$ cat config.mk
export PLATFORM = sky130hd
export DESIGN_NAME = key_conditioner
export DESIGN_NICKNAME = d
export VERILOG_FILES = /design/src/rtl/key_conditioner.sv
export SDC_FILE = /design/constraint.sdc
export NUM_CORES = 1
export LEC_CHECK = 0
export ABC_CLOCK_PERIOD_IN_PS = 1900
export BUFFER_PORTS_ARGS = -buffer_cell sky130_fd_sc_hd__buf_2
export CAP_MARGIN = 30
export CELL_PAD_IN_SITES_DETAIL_PLACEMENT = 1
export CELL_PAD_IN_SITES_GLOBAL_PLACEMENT = 2
export CORE_MARGIN = 2
export CORE_UTILIZATION = 37
export CTS_BUF_LIST = sky130_fd_sc_hd__clkbuf_16
export DETAILED_ROUTE_END_ITERATION = 16
export PLACE_DENSITY_LB_ADDON = 0.15
export RECOVER_POWER = 25
export SETUP_SLACK_MARGIN = 0.3
export SYNTH_ARGS = -nofsm -noshare
export SYNTH_HDL_FRONTEND = slang
export SYNTH_SLANG_ARGS = --single-unit
export TNS_END_PERCENT = 10
$ cat constraint.sdc
create_clock -name clk -period 1.9 [get_ports clk]
set_clock_uncertainty 0.05 [all_clocks]
set_input_delay 0.285 -clock clk [delete_from_list [all_inputs] [get_ports clk]]
set_output_delay 0.285 -clock clk [all_outputs]
set_load 0.01 [all_outputs]
$ cat src/rtl/key_conditioner.sv
// Pushbutton front end: per-key synchronizer, debouncer and optional auto-repeat,
// turning bouncing active-low KEY pins into clean levels and press/release pulses.
module key_conditioner #(
  parameter int          N_KEYS          = 4,
  parameter int          DEBOUNCE_CYCLES = 500000,
  parameter int          REPEAT_DELAY    = 25000000,
  parameter int          REPEAT_PERIOD   = 5000000,
  parameter logic [N_KEYS-1:0] REPEAT_MASK = 4'b0011
) (
  input  logic              clk,
  input  logic              reset_n,
  input  logic [N_KEYS-1:0] key_n,
  output logic [N_KEYS-1:0] level,
  output logic [N_KEYS-1:0] press,
  output logic [N_KEYS-1:0] release_pulse
);

  localparam int DB_W    = $clog2(DEBOUNCE_CYCLES + 1);
  localparam int REP_MAX = (REPEAT_DELAY > REPEAT_PERIOD) ? REPEAT_DELAY : REPEAT_PERIOD;
  localparam int REP_W   = $clog2(REP_MAX + 1);

  localparam logic [DB_W-1:0]  DB_LAST     = DB_W'(DEBOUNCE_CYCLES - 1);
  localparam logic [REP_W-1:0] DELAY_LAST  = REP_W'(REPEAT_DELAY - 1);
  localparam logic [REP_W-1:0] PERIOD_LAST = REP_W'(REPEAT_PERIOD - 1);

  typedef enum logic [1:0] {
    IDLE,
    DELAY,
    PERIOD
  } rep_state_t;

  for (genvar i = 0; i < N_KEYS; i++) begin : g_key
    logic             sync1_n;
    logic             sync_n;
    logic             stab;
    logic [DB_W-1:0]  db_cnt;
    logic             accept;
    logic             press_evt;
    logic             release_evt;
    rep_state_t       state;
    logic [REP_W-1:0] rep_cnt;
    logic             level_q;
    logic             press_q;
    logic             release_q;

    // stab holds the accepted raw (active-low) state; accept marks the edge it flips.
    assign accept      = (sync_n != stab) && (db_cnt == DB_LAST);
    assign press_evt   = accept && !sync_n;
    assign release_evt = accept && sync_n;

    always_ff @(posedge clk or negedge reset_n) begin
      if (!reset_n) begin
        sync1_n <= 1'b1;
        sync_n  <= 1'b1;
        stab    <= 1'b1;
        db_cnt  <= '0;
      end else begin
        sync1_n <= key_n[i];
        sync_n  <= sync1_n;
        if (sync_n == stab) begin
          db_cnt <= '0;
        end else if (accept) begin
          stab   <= sync_n;
          db_cnt <= '0;
        end else begin
          db_cnt <= db_cnt + DB_W'(1);
        end
      end
    end

    // Outputs are registered from the accept event so they change on the same edge as stab.
    always_ff @(posedge clk or negedge reset_n) begin
      if (!reset_n) begin
        state     <= IDLE;
        rep_cnt   <= '0;
        level_q   <= 1'b0;
        press_q   <= 1'b0;
        release_q <= 1'b0;
      end else begin
        if (accept) level_q <= !sync_n;
        release_q <= release_evt;
        press_q   <= press_evt;
        case (state)
          IDLE: begin
            rep_cnt <= '0;
            if (REPEAT_MASK[i] && press_evt) state <= DELAY;
          end
          DELAY: begin
            if (release_evt) begin
              state   <= IDLE;
              rep_cnt <= '0;
            end else if (rep_cnt == DELAY_LAST) begin
              press_q <= 1'b1;
              rep_cnt <= '0;
              state   <= PERIOD;
            end else begin
              rep_cnt <= rep_cnt + REP_W'(1);
            end
          end
          PERIOD: begin
            if (release_evt) begin
              state   <= IDLE;
              rep_cnt <= '0;
            end else if (rep_cnt == PERIOD_LAST) begin
              press_q <= 1'b1;
              rep_cnt <= '0;
            end else begin
              rep_cnt <= rep_cnt + REP_W'(1);
            end
          end
          default: begin
            state   <= IDLE;
            rep_cnt <= '0;
          end
        endcase
      end
    end

    assign level[i]         = level_q;
    assign press[i]         = press_q;
    assign release_pulse[i] = release_q;
  end

endmodule

# Word-level counts from Yosys, hierarchy flattened
# Index checks and enable logic that the tools add are counted.
[op_classes]
n_addsub = 8
eq_ne = 38
n_mux = 66
bitwise = 6
n_reduce_logical = 28
[op_table]
columns = ["cell", "n"]
rows = [
  ["$mux W25", 16],
  ["$pmux W25 S2", 4],
  ["$mux W19", 8],
  ["$add A25 B1 Y25 const B", 4],
  ["$eq A25 B23 Y1 const B", 4],
  ["$eq A25 B25 Y1 const B", 4],
  ["$add A19 B1 Y19 const B", 4],
  ["$eq A19 B19 Y1 const B", 4],
  ["$mux W2", 14],
  ["$pmux W2 S3", 4],
  ["$mux W1", 16],
  ["$logic_and A1 B1 Y1", 12],
  ["$ne A2 B2 Y1 const B", 6],
  ["$ne A3 B3 Y1 const B", 4],
  ["$reduce_and A3 Y1", 4],
  ["$eq A2 B1 Y1 const B", 4],
  ["$eq A2 B2 Y1 const B", 4],
  ["$logic_not A2 Y1", 4],
  ["$pmux W1 S2", 4],
  ["$reduce_and A2 Y1", 4],
  ["$not A1 Y1", 6],
  ["$eq A1 B1 Y1", 4],
  ["$logic_not A1 Y1", 4],
  ["$ne A1 B1 Y1", 4],
]
[totals]
reg_bits = 208
input_bits = 6
output_inout_bits = 12
elab_cells = 182

# Logic depth before layout (Yosys ltp)
# Gate-level depths: netlist (run 1).
[depth]
word_depth = 6
ltp_mapped = 8

# Least setup slack after synthesis (run 1)
# Ideal clock, no wire load.
[synth_path]
path_type = "register to register"
from = "register g_key[0].db_cnt[6]"
to = "register g_key[0].state[0]"
setup_time_ns = 0.069
arrival_time_ns = 2.034
required_time_ns = 1.781
path_slack_ns = -0.253
path_stages_with_launch = 6
path_buffers = 0
period_less_slack_ns = 2.153
cell_sequence = "dfrtp_1 or4b_4 nor4_4 nand3_4 or4_1 nand3_1"
[synth_between]
elab_chain_len = 5
word_cells_on_any_way = 10
classes_between = "4 x eq/ne; 2 x mux; 4 x reduce/logical"
[synth_lines]
columns = ["item", "line_no", "source"]
rows = [
  ["from (decl)", "36", "logic [DB_W-1:0] db_cnt;"],
  ["from (signal assigned)", "66", "db_cnt <= db_cnt + DB_W'(1);"],
  ["$eq A19 B19 Y1 (*)", "47", "assign accept = (sync_n != stab) && (db_cnt == DB_LAST);"],
  ["$logic_and A1 B1 Y1 (*)", "47", ""],
  ["$logic_and A1 B1 Y1 (on tied branches)", "49, 48", ""],
  ["$ne A3 B3 Y1 (no source line), or another cell as far along", "n/a", ""],
  ["$reduce_and A3 Y1 (no source line) or $pmux W2 S3 (tied branches)", "n/a", ""],
  ["to (signal assigned)", "74", "state <= IDLE;"],
  ["to (signal assigned)", "86", "if (REPEAT_MASK[i] && press_evt) state <= DELAY;"],
  ["to (signal assigned)", "90", "state <= IDLE;"],
  ["to (decl)", "40", "rep_state_t state;"],
]
# Mark *: on every way between the ends. The rest lies on a longest branch, timed or not.
# A chain may end at the register's enable or synchronous reset.

# Final worst setup path (run 1)
[layout_path]
from = "register g_key[0].db_cnt[10]"
to = "register g_key[0].state[0]"
# The elaborated chain is that of the path after synthesis.

==> impl_metrics.yaml, run 1 <==
outcome:
  status: "finished, violations left"
  violations: "setup timing"
critical_path:
  cp-end-kind: "flip-flop"
  arrival_ns: 2.37
  critical_path_class: "flip-flop to flip-flop"
  path_max_fanout: 6
  required_ns: 2.22
  startpoint_type: "flip-flop"
  r2r_slack_ns: -0.15
finish:
  fill_cells: 2194
  layout_commonest_cell: "dfrtp_1"
  layout_common_cells: "dfrtp_1, buf_4, nor2_1"
  area_growth_syn_to_layout_pct: 36.88
  multi_input_area_sq_um: 4277
  final_nets: 933
  n_antenna_cell: 0
  seq_area_sq_um: 3876
  layout-drive-gt1-share_pct: 34.38
pwr:
  p_leak_nw: 4.243
  ir_drop_v: 0.0005626
  pwr_density_cell_nw_per_um2: 657.0
  total_power_mw: 6.850
global_routing:
  grt.overflow.total: 0
  grt_use_total_pct: 18.68
  grt_pass1_vias: 6715
  antenna_found_initial: 0
  grt_max_degree: 51
  grt_pass1_wl_um: 32850
floorplanning:
  ios: 18
  die_h_um: 147.5
  coreArea_sq_um: 20230
  die_x_um: 147.5
  die-area_sq_um: 21750
  initial_core_util_pct: 37.65
  core.rowCount: 52
place:
  place.gp.congestion: 0.8195
  hpwl_um: 12820
  numPortBuffers: 17
timing:
  period_share_pct: 107.9
  rsz0062_at_grt: "true"
  drv_slew: 0
  fin_ws_ns: -0.1506
  slew_headroom_pct: 37.27
  hold_viol_final: 0
  tightest_slew_ns: 0.9409
  min_period_ns: 2.051
  setup_viol: 62
  max_freq_mhz: 487.7
  setup_tns_ns: -2.809
clocking:
  clk_transition_reported_paths_ns: 0.06
  cts.sinks: 154
  cts_max_level: 4
  clock_path_buffers: 2
  cts_buffers: 17
  cts_tree: "yes"
  clock_latency_ns: 0.44
  clockRootBuffer: "clkbuf_16"
logic_synthesis:
  synth_nets: 791
  synth_async_sr_flop_share_pct: 100.0
  synth-seq-area-share_pct: 50.79
  synth_ff_type: "dfrtp_1"
  ys_types: 52
  synth_seq_cells: 154
  yosysWarnings: 0
  synth-edff-count: 0
  syn_area_sq_um: 7617
  syn_area_per_cell_sq_um: 9.854
  syn-instance-count: 773
route:
  ant_nets: 0
  dr.pass1.iters: 4
  vias_per_cell: 5.051
  post_drt_wl_per_cell_um: 15.74
  vias: 6051
  drc: 0
  routed_wl_um: 18860
  drt_iter0_markers: 160
run:
  drv_cap: 0
min_path:
  hold_class: "flip-flop to flip-flop"
[metal layers]
| layer | GRT usage, % | vias to the layer above | wire (um) |
|---|---|---|---|
| li1 | - | 2928 | - |
| met1 | 23.02 | 3058 | 8320 |
| met2 | 32.99 | 45 | 9907 |
| met3 | 4.043 | 20 | 396 |
| met4 | 5.481 | 0 | 235 |
| met5 | 0 | - | 0 |
[metrics by stage]
stage / cell area [sq um] / worst slack [ns] / hold WS (ns) / util (%) / std cells
5_1_grt: 10430 / -0.2165 / 0.3124 / 51.53 / 1198
3_5_place_dp: 8872 / -0.1538 / 0.1627 / 43.85 / 1150
4_1_cts: 10130 / -0.1648 / 0.2676 / 50.05 / 1197
2_1_floorplan: 7665 / -0.1357 / -0.06059 / - / 773
6_report: 10430 / -0.1506 / 0.3070 / 51.53 / 1198
3_3_place_gp: 8872 / -0.1224 / 0.1577 / 43.85 / 1150
[report_power, final]
group	internal (mW)	total (mW)	leakage [nW]	switching [mW]
registers	3.32	3.35	2.09	0.0304
logic	0.101	0.266	1.87	0.165
clock network	1.89	3.24	0.277	1.35
[what timing repair did]
| item | 4_1_cts | 5_1_grt |
|---|---|---|
| pin swaps | 107 | 72 |
| gates cloned | 2 | 0 |
| endpoints found under the setup margin | 144 | 144 |
| hold buffers | 5 | 0 |
| buffers inserted | 8 | 1 |
| gates resized for setup | 140 | 71 |
| endpoints found under the hold margin | 36 | 0 |
[cell families after synthesis]
group                    share of synthesized area [%]
AO/OA/AOI/OAI                                    2.760
XOR/XNOR                                         13.22
adder cells (fa/ha/maj)                          1.971
buffers and inverters                            3.121
flip-flops                                       50.79
multiplexers                                    0.5749
AND/OR/NAND/NOR                                  27.56
[layout make-up]
class / instances / share of cell area (%)
well taps: 270 / 3.240
multi-input cells: 570 / 41.02
clock inverters: 15 / 1.176
flip-flops and latches: 154 / 37.18
repair buffers: 148 / 12.44
clock buffers: 17 / 4.080
inverters: 24 / 0.8640
[synthesized netlist by cell type (4+ instances only)]
library cell,count,area share (%)
nor2_1,149,7.3
dfrtp_1,142,47
xor2_1,58,6.7
xnor2_1,57,6.6
nand2_1,52,2.6
nand3_1,49,3.2
nand4_1,35,2.9
inv_1,24,1.2
nor4_1,21,1.7
nor3_1,20,1.3
and3_1,15,1.2
and4_1,13,1.5
buf_4,12,1.2
dfstp_2,12,4.1
ha_1,12,2.0
and2_1,9,0.74
o21ai_0,8,0.53
buf_2,7,0.46
nor4b_1,7,0.80
clkbuf_1,6,0.30
or3_1,6,0.49
or4_1,6,0.59
a21oi_1,4,0.26
nor2b_1,4,0.33
or2_2,4,0.33
[state kept, by name (all words and copies together), names as in the netlist]
name	flops
g_key.db_cnt	76
g_key.rep_cnt	50
g_key.level_q	4
g_key.press_q	4
g_key.release_q	4
g_key.stab	4
g_key.state	4
g_key.sync1_n	4
g_key.sync_n	4
[path summary, 6_finish.rpt]
path	cells past startpoint	start	endpoint
max	6	g_key[0].db_cnt[10]	g_key[0].state[0]
max in group asynchronous	3	reset_n	g_key[0].stab
min	0	g_key[0].sync1_n	g_key[0].sync_n
min reg2reg	0	g_key[0].sync1_n	g_key[0].sync_n
max reg2reg	6	g_key[0].db_cnt[10]	g_key[0].state[0]
min in group asynchronous	2	reset_n	g_key[3].db_cnt[2]
[critical path, cell delays in order, from the launching register on]
cell and delay (ns):
dfrtp_1 0.39, or4b_4 0.56, nor4_4 0.21, buf_4 0.17, nand3_4 0.10, or4_1 0.42, nand3_1 0.09
No activity file was read; power rests on OpenSTA's default activity.
==> run 2: changes to the inputs <==
CELL_PAD_IN_SITES_GLOBAL_PLACEMENT = 1   (was 2)
CORE_UTILIZATION = 45   (was 37)
==> impl_metrics.yaml, run 2 (synthesis results as in run 1) <==
outcome:
  status: "finished, violations left"
  violations: "setup timing"
timing:
  setup_tns_ns: -3.282
  hold_viol_final: 0
  slew_headroom_pct: 49.65
  drv_slew: 0
  tightest_slew_ns: 0.7553
  fin_ws_ns: -0.1597
  min_period_ns: 2.060
  max_freq_mhz: 485.5
  rsz0062_at_grt: "true"
  setup_viol: 48
  period_share_pct: 108.4
critical_path:
  rr_endpoint: "g_key[0].state[0]"
  r2r_slack_ns: -0.16
  required_ns: 2.21
  path_max_fanout: 6
  rr_worst_depth: 6
  r2r_start: "g_key[0].db_cnt[7]"
  startpoint_type: "flip-flop"
  cp-end-kind: "flip-flop"
  arrival_ns: 2.37
  critical_path_class: "flip-flop to flip-flop"
floorplanning:
  ios: 18
  initial_core_util_pct: 45.93
  die-area_sq_um: 17980
  coreArea_sq_um: 16580
  die_h_um: 134.1
  die_x_um: 134.1
  core.rowCount: 47
clocking:
  clockRootBuffer: "clkbuf_16"
  clk_transition_reported_paths_ns: 0.06
  cts_tree: "yes"
  cts.sinks: 154
  clock_path_buffers: 2
  cts_max_level: 4
  clock_latency_ns: 0.43
  cts_buffers: 17
global_routing:
  grt.overflow.total: 0
  grt_pass1_vias: 6960
  antenna_found_initial: 0
  grt_use_total_pct: 23.81
  grt_pass1_wl_um: 34510
  grt_max_degree: 62
min_path:
  hold_path_startpoint: "g_key[1].sync1_n"
  worst_hold_path.endpoint: "g_key[1].sync_n"
  whs_path_depth: 0
  hold_class: "flip-flop to flip-flop"
pwr:
  total_power_mw: 7.133
  ir_drop_v: 0.0006561
  pwr_density_cell_nw_per_um2: 697.2
  p_leak_nw: 4.145
finish:
  n_antenna_cell: 0
  layout_common_cells: "dfrtp_1, nor2_1, buf_4"
  largest_reg_flops: 76
  area_growth_syn_to_layout_pct: 34.31
  largest_register: "g_key.db_cnt"
  layout_commonest_cell: "dfrtp_1"
  final_nets: 914
  top_regs: "g_key.db_cnt (76), g_key.rep_cnt (50)"
  layout-drive-gt1-share_pct: 33.11
route:
  drc: 0
  drt_iter0_markers: 206
  vias: 6121
  dr.pass1.iters: 4
  routed_wl_um: 19910
  ant_nets: 0
  post_drt_wl_per_cell_um: 17.63
  vias_per_cell: 5.422
place:
  place.gp.congestion: 0.8237
  hpwl_um: 12850
  numPortBuffers: 17
run:
  drv_cap: 0
-- run 2: cell count changes in the layout (fill, tap and decap cells not counted), moves of 3 or more --
cell	change
nor2_2	-10
buf_4	-8
buf_6	-7
nor2_4	+6
inv_1	-4
nor2_1	+4
nor4_1	-3
o21ai_1	+3
-- run 2: worst max-delay path, stage by stage, from the launching register on --
cell and delay, ns:
dfrtp_1 0.37, or4b_4 0.56, nor4_4 0.22, buf_4 0.18, nand3_4 0.10, or4_4 0.44, nand3_2 0.08
-- run 2: layout make-up --
type	count	area [sq um]
Fill cell	1767	6352
Multi-Input combinational cell	570	4330
Sequential cell	154	3875
Timing Repair Buffer	129	1052
Clock buffer	17	425.4
Tap cell	220	275.3
Clock inverter	15	182.7
Inverter	24	90.09
-- run 2: layer usage --
layer | vias up | share of wire (%) | track usage [%]
met5 | - | 0 | 0
met4 | 0 | 1.9 | 7.602
met1 | 3116 | 43 | 28.80
met2 | 76 | 53 | 42.76
li1 | 2894 | - | -
met3 | 35 | 2.1 | 4.762
-- run 2: report_power, final --
part,total [mW],switching (mW),internal (mW)
clock network,3.54,1.36,2.17
registers,3.35,0.0358,3.32
logic,0.244,0.161,0.0832
-- run 2: timing repair --
| action | 4_1_cts | 5_1_grt |
|---|---|---|
| hold buffers | 5 | 0 |
| endpoints found under the setup margin | 144 | 144 |
| setup buffers | 7 | 1 |
| pin swaps | 114 | 35 |
| endpoints found under the hold margin | 29 | 0 |
| gates resized for setup | 168 | 26 |
-- run 2: worst max path at each step --
stage / startpoint / end / slack [ns]
after floorplan: g_key[0].db_cnt[10] / g_key[0].state[0] / -0.14
after global placement: g_key[0].db_cnt[10] / g_key[0].state[0] / -0.11
after detailed placement: g_key[0].rep_cnt[10] / g_key[0].rep_cnt[3] / -0.15
after CTS: g_key[0].db_cnt[7] / g_key[0].state[0] / -0.15
after global routing: g_key[0].db_cnt[7] / g_key[0].state[0] / -0.22
final: g_key[0].db_cnt[7] / g_key[0].state[0] / -0.16
-- run 2: per-stage QoR --
step	cell area, sq um	utilization [%]	setup WS (ns)	hold slack [ns]	std cells
after global routing	10230	61.69	-0.2192	0.3135	1129
after detailed placement	8715	52.55	-0.1502	0.1311	1084
after global placement	8715	52.55	-0.1130	0.1311	1084
after floorplan	7665	-	-0.1357	-0.06059	773
final	10230	61.69	-0.1597	0.3061	1129
after CTS	10130	61.10	-0.1532	0.2441	1128
==> run 3: changes to the inputs <==
TNS_END_PERCENT = not set   (was 10)
==> impl_metrics.yaml, run 3 (synthesis results as in run 1) <==
clocking:
  clock_path_buffers: 2
  clockRootBuffer: "clkbuf_16"
  cts_buffers: 17
  clock_latency_ns: 0.44
  cts_tree: "yes"
  cts.sinks: 154
  cts_max_level: 4
  clk_transition_reported_paths_ns: 0.07
finish:
  layout_common_cells: "dfrtp_1, buf_4, nor2_1"
  instances_no_fill: 1183
  final_cell_area_sq_um: 11230
  final_util_pct: 67.71
  final_nets: 968
  top_regs: "g_key.db_cnt (76), g_key.rep_cnt (50)"
  n_antenna_cell: 0
  largest_reg_flops: 76
  area_growth_syn_to_layout_pct: 47.41
  largest_register: "g_key.db_cnt"
  layout-drive-gt1-share_pct: 43.61
  layout_commonest_cell: "dfrtp_1"
global_routing:
  grt_max_degree: 60
  grt_use_total_pct: 28.76
  grt.overflow.total: 0
  grt_pass1_wl_um: 40450
  grt_pass1_vias: 7412
  antenna_found_initial: 0
timing:
  setup_viol: 154
  hold_viol_final: 0
  setup_tns_ns: -21.59
  drv_slew: 57
  max_freq_mhz: 441.4
  slew_headroom_pct: -14.54
  tightest_slew_ns: 1.718
  period_share_pct: 119.2
  rsz0062_at_grt: "true"
  min_period_ns: 2.265
  fin_ws_ns: -0.3654
critical_path:
  cp_cell_sequence: "or4b_4 > nor4_4 > buf_4 > nand3_2 > buf_4 > a22oi_1 > a21oi_1"
  arrival_ns: 2.53
  worst_path_most_repeated_cell: "buf_4"
  rr_worst_depth: 7
  critical_path_class: "flip-flop to flip-flop"
  crit_path_end: "g_key[0].state[1]"
  cpMaxStageDelayCell: "or4b_4"
  critPathMaxStageDelay_ns: 0.57
  r2r_start: "g_key[0].db_cnt[10]"
  startpoint_type: "flip-flop"
  r2r_slack_ns: -0.37
  cp.depth: 7
  rr_endpoint: "g_key[0].state[1]"
  cp.buffers_inverters: 2
  crit_family: "simple AND/OR/NAND/NOR gates"
  path_max_fanout: 3
  required_ns: 2.16
  cp-end-kind: "flip-flop"
  crit_path_start: "g_key[0].db_cnt[10]"
pwr:
  p_leak_nw: 4.591
  pwr_density_cell_nw_per_um2: 668.1
  ir_drop_v: 0.0006786
floorplanning:
  coreArea_sq_um: 16580
  initial_core_util_pct: 45.93
  ios: 18
  die_x_um: 134.1
  die_h_um: 134.1
  core.rowCount: 47
  die-area_sq_um: 17980
run:
  drv_cap: 1
place:
  place.gp.congestion: 0.8536
  placed_area_sq_um: 8695
  numPortBuffers: 17
  dp_slack_ns: -0.2218
  placed_cells: 1066
  hpwl_um: 13360
route:
  ant_nets: 0
  drc: 0
  routed_wl_um: 29440
  vias: 7028
  post_drt_wl_per_cell_um: 24.89
  vias_per_cell: 5.941
  dr.pass1.iters: 5
  drt_iter0_markers: 367
outcome:
  violations: "capacitance limit, slew limit, setup timing"
  status: "finished, violations left"
min_path:
  hold_class: "flip-flop to flip-flop"
[run 3: cell count changes in the layout (fill, tap and decap cells not counted), sizes merged]
cell	before	now
nand2	52	55
bufinv	4	5
buf	121	166
inv	25	27
or2	4	10
clkinvlp	3	0
[run 3: worst register-to-register path: stages (launching register included)]
cell and delay, ns:
dfrtp_1 0.39, or4b_4 0.57, nor4_4 0.28, buf_4 0.21, nand3_2 0.14, buf_4 0.19
a22oi_1 0.24, a21oi_1 0.08
[run 3: layout make-up]
cell class                      count  area (sq um)
Clock buffer                       17         425.4
Inverter                           24         90.09
Multi-Input combinational cell    579          4778
Tap cell                          220         275.3
Clock inverter                     15         206.4
Timing Repair Buffer              174          1568
Fill cell                        1694          5355
Sequential cell                   154          3885
[run 3: what timing repair did]
item | 4_1_cts | 5_1_grt
setup endpoints to repair | 140 | 144
pin swaps | 56 | 62
hold endpoints to repair | 53 | 0
gates cloned | 12 | 1
resized for setup | 149 | 135
hold buffers | 5 | 0
buffers inserted | 40 | 27
[run 3: how the worst min path moves through the flow]
stage / from / to / slack, ns / cells after the start
after global routing: g_key[0].sync1_n / g_key[0].sync_n / 0.31 / 0
after detailed placement: reset_n / g_key[3].press_q / 0.26 / 1
after CTS: g_key[0].sync1_n / g_key[0].sync_n / 0.31 / 0
after floorplan: reset_n / g_key[0].db_cnt[0] / -0.06 / 0
final: g_key[0].sync1_n / g_key[0].sync_n / 0.31 / 0
after global placement: reset_n / g_key[3].level_q / 0.25 / 1
[run 3: per-stage QoR]
| step | hold slack, ns | power [mW] |
|---|---|---|
| after floorplan | -0.06059 | 3.476 |
| after CTS | 0.3115 | 7.352 |
| after global placement | 0.2482 | 3.584 |
| after global routing | 0.3117 | 7.678 |
| final | 0.3097 | 7.502 |
| after detailed placement | 0.2636 | 3.597 |
[run 3: layer usage]
metal | up-vias | share of wire (%) | track usage (%)
met5 | - | 0 | 0
met4 | 0 | 4.2 | 10.18
met3 | 110 | 4.2 | 4.837
met2 | 250 | 53 | 52.93
met1 | 3643 | 38 | 33.84
li1 | 3025 | - | -
[run 3: report_power, final]
group	switching, mW	internal [mW]	leakage [nW]	total [mW]
registers	0.0456	3.32	2.08	3.36
logic	0.214	0.128	2.19	0.342
clock network	1.48	2.31	0.318	3.80
total	1.74	5.76	4.59	7.50
